**config.mk**
```make
export PLATFORM = sky130hd
export DESIGN_NAME = wave_capture_ctrl_flat
export DESIGN_NICKNAME = d
export VERILOG_FILES = /design/src/rtl/wave_capture_ctrl_if.sv /design/src/rtl/wave_capture_ctrl.sv /design/src/flat_wrapper.sv
export SDC_FILE = /design/constraint.sdc
export NUM_CORES = 1
export LEC_CHECK = 0
export ABC_AREA = 1
export BUFFER_PORTS_ARGS = -buffer_cell sky130_fd_sc_hd__buf_2
export CAP_MARGIN = 20
export CORE_UTILIZATION = 50
export DETAILED_ROUTE_END_ITERATION = 16
export PLACE_DENSITY = 0.8
export SETUP_SLACK_MARGIN = 0.02
export SLEW_MARGIN = 0
export SYNTH_ARGS = -nofsm -noshare
export SYNTH_HDL_FRONTEND = slang
export SYNTH_SLANG_ARGS = --single-unit
```
**constraint.sdc**
```tcl
create_clock -name clk -period 4 [get_ports clk]
set_input_delay 0 -clock clk [delete_from_list [all_inputs] [get_ports clk]]
set_output_delay 0 -clock clk [all_outputs]
set_load 0.05 [all_outputs]
```
**src/rtl/wave_capture_ctrl_if.sv**
```systemverilog
// wave_capture_ctrl_if: codec-side inputs and capture/display-side outputs of wave_capture_ctrl.
//   master: drives the codec samples, view controls and display/capture status.
//   slave : the controller. It receives those and drives cap_*, armed, frozen and frame_count.
interface wave_capture_ctrl_if;
    logic        new_sample_ready;
    logic [15:0] left_sample;
    logic [15:0] right_sample;
    logic [1:0]  channel_sel;
    logic [1:0]  decim;
    logic [1:0]  mode;
    logic        arm;
    logic        wave_display_idle;
    logic        capture_read_index;
    logic        cap_sample_ready;
    logic [15:0] cap_sample;
    logic        cap_display_idle;
    logic        armed;
    logic        frozen;
    logic [7:0]  frame_count;
    modport master (
        output new_sample_ready, left_sample, right_sample, channel_sel, decim, mode, arm,
               wave_display_idle, capture_read_index,
        input  cap_sample_ready, cap_sample, cap_display_idle, armed, frozen, frame_count
    );
    modport slave (
        input  new_sample_ready, left_sample, right_sample, channel_sel, decim, mode, arm,
               wave_display_idle, capture_read_index,
        output cap_sample_ready, cap_sample, cap_display_idle, armed, frozen, frame_count
    );
endinterface

```
**src/rtl/wave_capture_ctrl.sv**
```systemverilog
// wave_capture_ctrl: channel select/mix, block-average decimation, view FSM gating display idle, swap counter.
//   clk, reset : clock, synchronous active-high reset
//   bus (slave): sample stream in, cap_sample/cap_sample_ready out, idle gating, armed/frozen, frame_count
module wave_capture_ctrl (
    input logic           clk,
    input logic           reset,
    wave_capture_ctrl_if.slave bus
);
    typedef enum logic [1:0] {RUN, HOLD, SS_IDLE, SS_ARMED} state_t;
    state_t             state_q, state_d;
    logic [1:0]         mode_q, decim_q, dec_eff;
    logic               prev_idx_q, swap, done, ready_q, armed_q, frozen_q;
    logic [7:0]         frame_q;
    logic [2:0]         cnt_q;
    logic [15:0]        sel, cap_q;
    logic signed [18:0] acc_q, sum;
    always_comb begin
        sel = bus.channel_sel[1]
            ? 16'(($signed({bus.left_sample[15], bus.left_sample}) + $signed({bus.right_sample[15], bus.right_sample})) >>> 1)
            : bus.channel_sel[0] ? bus.right_sample : bus.left_sample;
        // the first sample of a block uses the live decim, which is latched for the rest of it
        dec_eff = (cnt_q == 3'd0) ? bus.decim : decim_q;
        done    = ({1'b0, cnt_q} + 4'd1) == (4'd1 << dec_eff);
        sum     = acc_q + $signed({{3{sel[15]}}, sel});
        swap    = bus.capture_read_index ^ prev_idx_q;
        state_d = (bus.mode != mode_q) ? (bus.mode[1] ? HOLD : bus.mode[0] ? SS_IDLE : RUN)
                : (state_q == SS_IDLE && bus.arm) ? SS_ARMED
                : (state_q == SS_ARMED && swap) ? SS_IDLE
                : state_q;
    end
    always_ff @(posedge clk) begin
        if (reset) begin
            state_q    <= RUN;
            mode_q     <= '0;
            decim_q    <= '0;
            prev_idx_q <= 1'b0;
            frame_q    <= '0;
            cnt_q      <= '0;
            acc_q      <= '0;
            cap_q      <= '0;
            ready_q    <= 1'b0;
            armed_q    <= 1'b0;
            frozen_q   <= 1'b0;
        end else begin
            state_q    <= state_d;
            armed_q    <= state_d == SS_ARMED;
            frozen_q   <= state_d == HOLD || state_d == SS_IDLE;
            mode_q     <= bus.mode;
            prev_idx_q <= bus.capture_read_index;
            frame_q    <= frame_q + {7'd0, swap};
            ready_q    <= bus.new_sample_ready && done;
            if (bus.new_sample_ready) begin
                if (cnt_q == 3'd0)
                    decim_q <= bus.decim;
                if (done) begin
                    cap_q <= 16'(sum >>> dec_eff);
                    acc_q <= '0;
                    cnt_q <= '0;
                end else begin
                    acc_q <= sum;
                    cnt_q <= cnt_q + 3'd1;
                end
            end
        end
    end
    assign bus.cap_sample_ready = ready_q;
    assign bus.cap_sample       = cap_q;
    // combinational from the registered state so the capture block sees the gate in the same cycle
    assign bus.cap_display_idle = bus.wave_display_idle & (state_q == RUN || state_q == SS_ARMED);
    assign bus.armed            = armed_q;
    assign bus.frozen           = frozen_q;
    assign bus.frame_count      = frame_q;
endmodule
```
**src/flat_wrapper.sv**
```systemverilog
// flat-port wrapper written by rule: the top's interface ports become plain ports
module wave_capture_ctrl_flat 
  (clk, reset, bus_new_sample_ready, bus_left_sample, bus_right_sample, bus_channel_sel, bus_decim, bus_mode, bus_arm, bus_wave_display_idle, bus_capture_read_index, bus_cap_sample_ready, bus_cap_sample, bus_cap_display_idle, bus_armed, bus_frozen, bus_frame_count);
  wave_capture_ctrl_if bus_i ();
  input logic clk;
  input logic reset;
  input wire logic [$bits(bus_i.new_sample_ready)-1:0] bus_new_sample_ready;
  input wire logic [$bits(bus_i.left_sample)-1:0] bus_left_sample;
  input wire logic [$bits(bus_i.right_sample)-1:0] bus_right_sample;
  input wire logic [$bits(bus_i.channel_sel)-1:0] bus_channel_sel;
  input wire logic [$bits(bus_i.decim)-1:0] bus_decim;
  input wire logic [$bits(bus_i.mode)-1:0] bus_mode;
  input wire logic [$bits(bus_i.arm)-1:0] bus_arm;
  input wire logic [$bits(bus_i.wave_display_idle)-1:0] bus_wave_display_idle;
  input wire logic [$bits(bus_i.capture_read_index)-1:0] bus_capture_read_index;
  output wire logic [$bits(bus_i.cap_sample_ready)-1:0] bus_cap_sample_ready;
  output wire logic [$bits(bus_i.cap_sample)-1:0] bus_cap_sample;
  output wire logic [$bits(bus_i.cap_display_idle)-1:0] bus_cap_display_idle;
  output wire logic [$bits(bus_i.armed)-1:0] bus_armed;
  output wire logic [$bits(bus_i.frozen)-1:0] bus_frozen;
  output wire logic [$bits(bus_i.frame_count)-1:0] bus_frame_count;
  assign bus_i.new_sample_ready = bus_new_sample_ready;
  assign bus_i.left_sample = bus_left_sample;
  assign bus_i.right_sample = bus_right_sample;
  assign bus_i.channel_sel = bus_channel_sel;
  assign bus_i.decim = bus_decim;
  assign bus_i.mode = bus_mode;
  assign bus_i.arm = bus_arm;
  assign bus_i.wave_display_idle = bus_wave_display_idle;
  assign bus_i.capture_read_index = bus_capture_read_index;
  assign bus_cap_sample_ready = bus_i.cap_sample_ready;
  assign bus_cap_sample = bus_i.cap_sample;
  assign bus_cap_display_idle = bus_i.cap_display_idle;
  assign bus_armed = bus_i.armed;
  assign bus_frozen = bus_i.frozen;
  assign bus_frame_count = bus_i.frame_count;
  wave_capture_ctrl u_core (.clk(clk), .reset(reset), .bus(bus_i));
endmodule
```
======== Yosys cells after proc, flatten, opt, wreduce, memory -nomap -nowiden ========
Cells that the tools add are included.
storage, ports and cells
  flip-flop bits (word level) ............. 56
  bits of input ports ..................... 44
  word-level logic and storage cells ...... 45
cells by class
  add/sub/neg operators ................... 5
  equality and inequality tests ........... 7
  shifts and indexed selects .............. 2
  multiplexer cells ....................... 10
  bitwise logic cells ..................... 2
  reduce and logical (&&, ||, !) cells .... 8
operator list
  cell                                             count
  two-way mux 16 bit                               2
  adder 19 x 16 -> 19 bit                          1
  two-way mux 19 bit                               1
  >>> shifter 19 x 2 -> 16 bit                     1
  adder 16 x 16 -> 17 bit                          1
  two-way mux 2 bit                                6
  adder 8 x 1 -> 8 bit                             1
  == test 2 bit, second input constant             4
  adder 3 x 1 -> 4 bit, second input constant      1
  == test 4 bit                                    1
  left shift 1 x 2 -> 4 bit, first input constant  1
  adder 3 x 1 -> 3 bit, second input constant      1
  logical AND 1 bit                                3
  logical NOT 3 bit                                1
  two-way mux 3 bit                                1
  == test 2 x 1 -> 1 bit, second input constant    1
  logical NOT 2 bit                                1
  logical OR 1 bit                                 2
  != test 2 bit                                    1
  AND reduction 2 bit                              1
  bitwise AND 1 bit                                1
  bitwise XOR 1 bit                                1

======== Longest topological paths before layout ========
  depth in word-level cells ............... 7
  gate-level depth with buffers ........... 26

======== Worst setup path before layout ========
Ideal clock, no wire load.
  kind .................................... input to register
  start point ............................. input bus_right_sample[3]
  end point ............................... register u_core.acc_q[16]
  data arrival time ....................... 2714 ps
  required time ........................... 3930 ps
  path slack .............................. 1216 ps
  stages on the path ...................... 17
  path buffers ............................ 0
  cells stage by stage .................... ha_1 or2_2 nand3_1 nand2_1 a31o_2 a21oi_1 xor2_1 a21oi_1 ha_1 nand2_1 nor4_1 nand2_1 nand2_1 nand2_1 and2_1 or2_1 a21oi_1
between the ends
  longest elaborated chain between the ends .. 4
RTL lines
  element                                                        line                                              source
  start, declared                                                flat_wrapper.sv:9                                 input wire logic [$bits(bus_i.right_sample)-1:0] bus_right_sample;
  adder 16 x 16 -> 17 bit or two-way mux 16 bit (tied branches)  wave_capture_ctrl.sv:19, wave_capture_ctrl.sv:20
  two-way mux 16 bit (*)                                         wave_capture_ctrl.sv:19                           ? 16'(($signed({bus.left_sample[15], bus.left_sample}) + $signed({bus.right_sample[15], bus.right_sample})) >> ...
  adder 19 x 16 -> 19 bit (*)                                    wave_capture_ctrl.sv:24                           sum = acc_q + $signed({{3{sel[15]}}, sel});
  two-way mux 19 bit (*)                                         wave_capture_ctrl.sv:55                           if (done) begin
  end signal, assigned                                           wave_capture_ctrl.sv:60                           acc_q <= sum;
  end, declared                                                  wave_capture_ctrl.sv:16                           logic signed [18:0] acc_q, sum;
Every way passes the cells marked *; elsewhere a longest branch is shown, timed or not.
A chain may end at the register's enable or synchronous reset.

======== Worst setup path after layout ========
  start point ............................. input bus_right_sample[3]
  end point ............................... register u_core.cap_q[14], in the netlist u_core.bus.cap_sample[14]
between the ends
  longest elaborated chain between the ends .. 4
RTL lines
  element                                                        line                                              source
  adder 16 x 16 -> 17 bit or two-way mux 16 bit (tied branches)  wave_capture_ctrl.sv:19, wave_capture_ctrl.sv:20
  two-way mux 16 bit (*)                                         wave_capture_ctrl.sv:19
  adder 19 x 16 -> 19 bit (*)                                    wave_capture_ctrl.sv:24
  >>> shifter 19 x 2 -> 16 bit (*)                               wave_capture_ctrl.sv:56                           cap_q <= 16'(sum >>> dec_eff);
  end signal, assigned                                           wave_capture_ctrl.sv:56
  end, declared                                                  wave_capture_ctrl.sv:15                           logic [15:0] sel, cap_q;
Marks and branches as above.

==> impl_metrics.tcl <==
set metrics [dict create \
    worst-endpoint-required_ns 4.24 \
    yosys-top-cells-count "nand2_1, a21oi_1, inv_1, nand3_1, nor2_1" \
    setup_tns_ns 0 \
    crit_arrival_ns 3.37 \
    max_clock_freq_mhz 318.8 \
    synth_async_sr_flop_share_pct 0 \
    die_w_um 98.83 \
    drt-wirelength-per-cell_um 13.13 \
    synth_flop_cell "dfxtp_1" \
    synth.lib_cells_used.distinct 46 \
    startpoint_type "primary input" \
    initial_antenna_violation_count 0 \
    dp_hpwl_um 9466 \
    yosys.area.top_type_share_pct 23.91 \
    cts.path.max_buffers 2 \
    grt_overflow_total 0 \
    timing.max_slew.rel_slack_pct 39.21 \
    cap_violations 0 \
    ys_seq_area_share_pct 23.91 \
    maximum_number_of_pins_on_one_net_before_global_route_repair 38 \
    syn_nets 837 \
    row_count 34 \
    via_density_per_instance 5.482 \
    path_clk_slew_ns 0.11 \
    fp.dieArea_mm2 0.009767 \
    worst_pin_slew_ns 0.9109 \
    setup_viol 0 \
    top_level_ports 72 \
    syn-instance-count 751 \
    gp_congestion 0.9554 \
    worst_skew_pair.late_latency_ns 0.32 \
    mean_syn_cell_area_um2 6.243 \
    drt-initial-drc-count 266 \
    run_status "finished clean" \
    path_max_fanout 6 \
    clock_tree_from_tritoncts "yes" \
    path_class "primary input to register" \
    final_cell_area_mm2 0.005216 \
    ff2ff_setup_slack_ns 1.26 \
    post_synth_main_area_contributors "dfxtp_1, nand2_1, ha_1" \
    met2_length_um 5711 \
    detail_route.drc_violations 0 \
    synth_adder_area_share_pct 11.53 \
    fp.dieH_um 98.83 \
    timing.final.crit_share_pct 78.42 \
    muxShareOfSynthArea_pct 0.2135 \
    final-seq-area_mm2 0.001121 \
    synth-simple-area-share_pct 33.09 \
    grt_pass1_vias 4696 \
    antenna_violating_nets_post_route 0 \
    routed-wl-met3_um 529 \
    timing_hold_violations_final 0 \
    floorplan.initialDensity_pct 52.73 \
    synth-compound-area-share_pct 19.03 \
    clock_tree.htree_level_count 2 \
    area_share_of_xor_xnor_cells_in_the_synthesized_design_pct 3.176 \
    ys_seq_elements 56 \
    place.detailed.instances 909 \
    filler_free_cell_count_of_the_finished_design 921 \
    post_synth_instance_area_mm2 0.004688 \
    clock-sinks 56 \
    hold_path.class "primary input to register" \
    grt_setup_unrepaired "no" \
    number_of_synthesized_flops_with_an_enable_pin 0 \
    yosysTopAreaCell "dfxtp_1" \
    io_buffer_count 71 \
    clock-skew-final_ns 0.004946 \
    area_delta_synth_final_pct 11.26 \
    num_vias 5049 \
    slew_violations 0 \
    clock_tree.root_cell "clkbuf_8" \
    numCtsBuffers 5 \
    ir_worst_vdd_v 0.0002992 \
    detailedRoute.firstPassIterationCount 5 \
    synth-warning-count 0 \
    synthMostInstantiatedCell "nand2_1" \
    post_route_cells_drive_above_1_share_pct 12.05 \
    placedInstanceArea_mm2 0.005080 \
    layout.nets 898 \
    wl_met1_um 5668 \
    top_layer_used "met4" \
    p_per_area_mw_per_mm2 466.4 \
    final_critical_period_ns 3.137 \
    routed_wire_length_um 12090 \
    n_fill_cell 874 \
    antenna_cells_inserted 0 \
    ctsResizeCount 0 \
    grt_pass1_wl_um 20550 \
    global_route.usage.total_pct 25.56 \
    static_leak_uw 0.002736 \
    timing.critical_path.to_type "register" \
    combinational_family_with_the_most_area_after_synthesis "simple AND/OR/NAND/NOR gates" \
    core_area_mm2 0.008891 \
    multi_input_area_mm2 0.003143 \
]
worst paths after layout:
path	start	depth (start not counted)	endpoint
worst max-delay path	bus_right_sample[3]	20	u_core.bus.cap_sample[14]$_SDFFE_PP0P_
worst min-delay path	bus_arm	4	u_core.state_q[0]$_SDFF_PP0_
worst min register to register	u_core.bus.frame_count[7]$_SDFF_PP0_	1	u_core.bus.frame_count[7]$_SDFF_PP0_
worst max register to register	u_core.cnt_q[0]$_SDFFE_PP0P_	17	u_core.bus.cap_sample[14]$_SDFFE_PP0P_
kinds of logic after synthesis:
| kind of cell | after synthesis |
|---|---|
| xor+xnor | 17 |
| flops | 56 |
| compound gates | 162 |
| fa+ha+maj | 42 |
| buf+inv | 106 |
| simple gates | 367 |
| mux | 1 |
registers in the layout, indices dropped and copies added (netlist names):
signal and count:
u_core.acc_q 19, u_core.cnt_q 3, u_core.bus.armed 1, u_core.bus.frozen 1, u_core.bus.cap_sample_ready 1, u_core.decim_q 2, u_core.bus.frame_count 8, u_core.prev_idx_q 1
u_core.mode_q 2, u_core.bus.cap_sample 16, u_core.state_q 2
power by group:
part / internal, µW / total (µW) / switching, µW
logic: 457 / 1400 / 939
registers: 646 / 696 / 49.6
clock network: 129 / 340 / 211
what timing repair did:
item,4_1_cts,5_1_grt
buffers inserted,0,0
hold endpoints to repair,5,0
hold buffers,4,0
stage by stage:
stage	total power [µW]	util (%)	setup slack [ns]	hold WS, ns
finish	2433	58.67	0.8634	0.1205
CTS	2437	58.67	0.9518	0.1058
detailed placement	2084	57.13	0.6284	0.2360
global placement	2066	57.13	0.5345	0.2297
floorplan	1795	-	1.216	0.1070
global route	2662	58.67	0.5492	0.1529
worst max-delay path: stages:
cell	delay, ns
buf_2	0.11
ha_1	0.32
or2_2	0.30
nand3_1	0.09
nand2_1	0.15
a31o_2	0.26
a21oi_1	0.16
xor2_1	0.16
a21oi_1	0.09
ha_1	0.39
nand4_1	0.16
nor3_1	0.31
nand4_1	0.25
nand3_1	0.16
nand2_1	0.08
and2_1	0.16
nand2_1	0.07
nand3_1	0.07
nand2_1	0.06
inv_1	0.03
layout make-up:
| type | instances | area share [%] |
|---|---|---|
| multi-input cells | 589 | 60.25 |
| flip-flops and latches | 56 | 21.49 |
| repair buffers | 76 | 7.724 |
| inverters | 84 | 6.093 |
| well taps | 108 | 2.591 |
| clock buffers | 5 | 1.319 |
| clock inverters | 3 | 0.5277 |
cells in the final DEF (no fill, tap or decap), types with 3 or more instances in the layout:
master / count
a21oi_1: 84
a22o_1: 3
o21ai_0: 45
a21o_1: 3
nor2_1: 64
nor3_1: 4
inv_1: 79
dlygate4sd3_1: 4
ha_1: 40
or2_2: 5
xnor2_1: 7
nand3_1: 64
o21a_1: 4
and2_1: 3
o21bai_1: 3
a22oi_1: 4
dfxtp_1: 56
nand4_1: 5
nand2_1: 208
clkbuf_8: 5
inv_2: 4
buf_2: 71
o211ai_1: 5
xor2_1: 10
metal layers:
metal / track usage (%) / up-vias
li1: - / 2601
met1: 32.28 / 2318
met2: 44.97 / 112
met3: 3.901 / 18
met4: 7.233 / 0
met5: 0 / -
No activity file was read; power rests on OpenSTA's default activity.
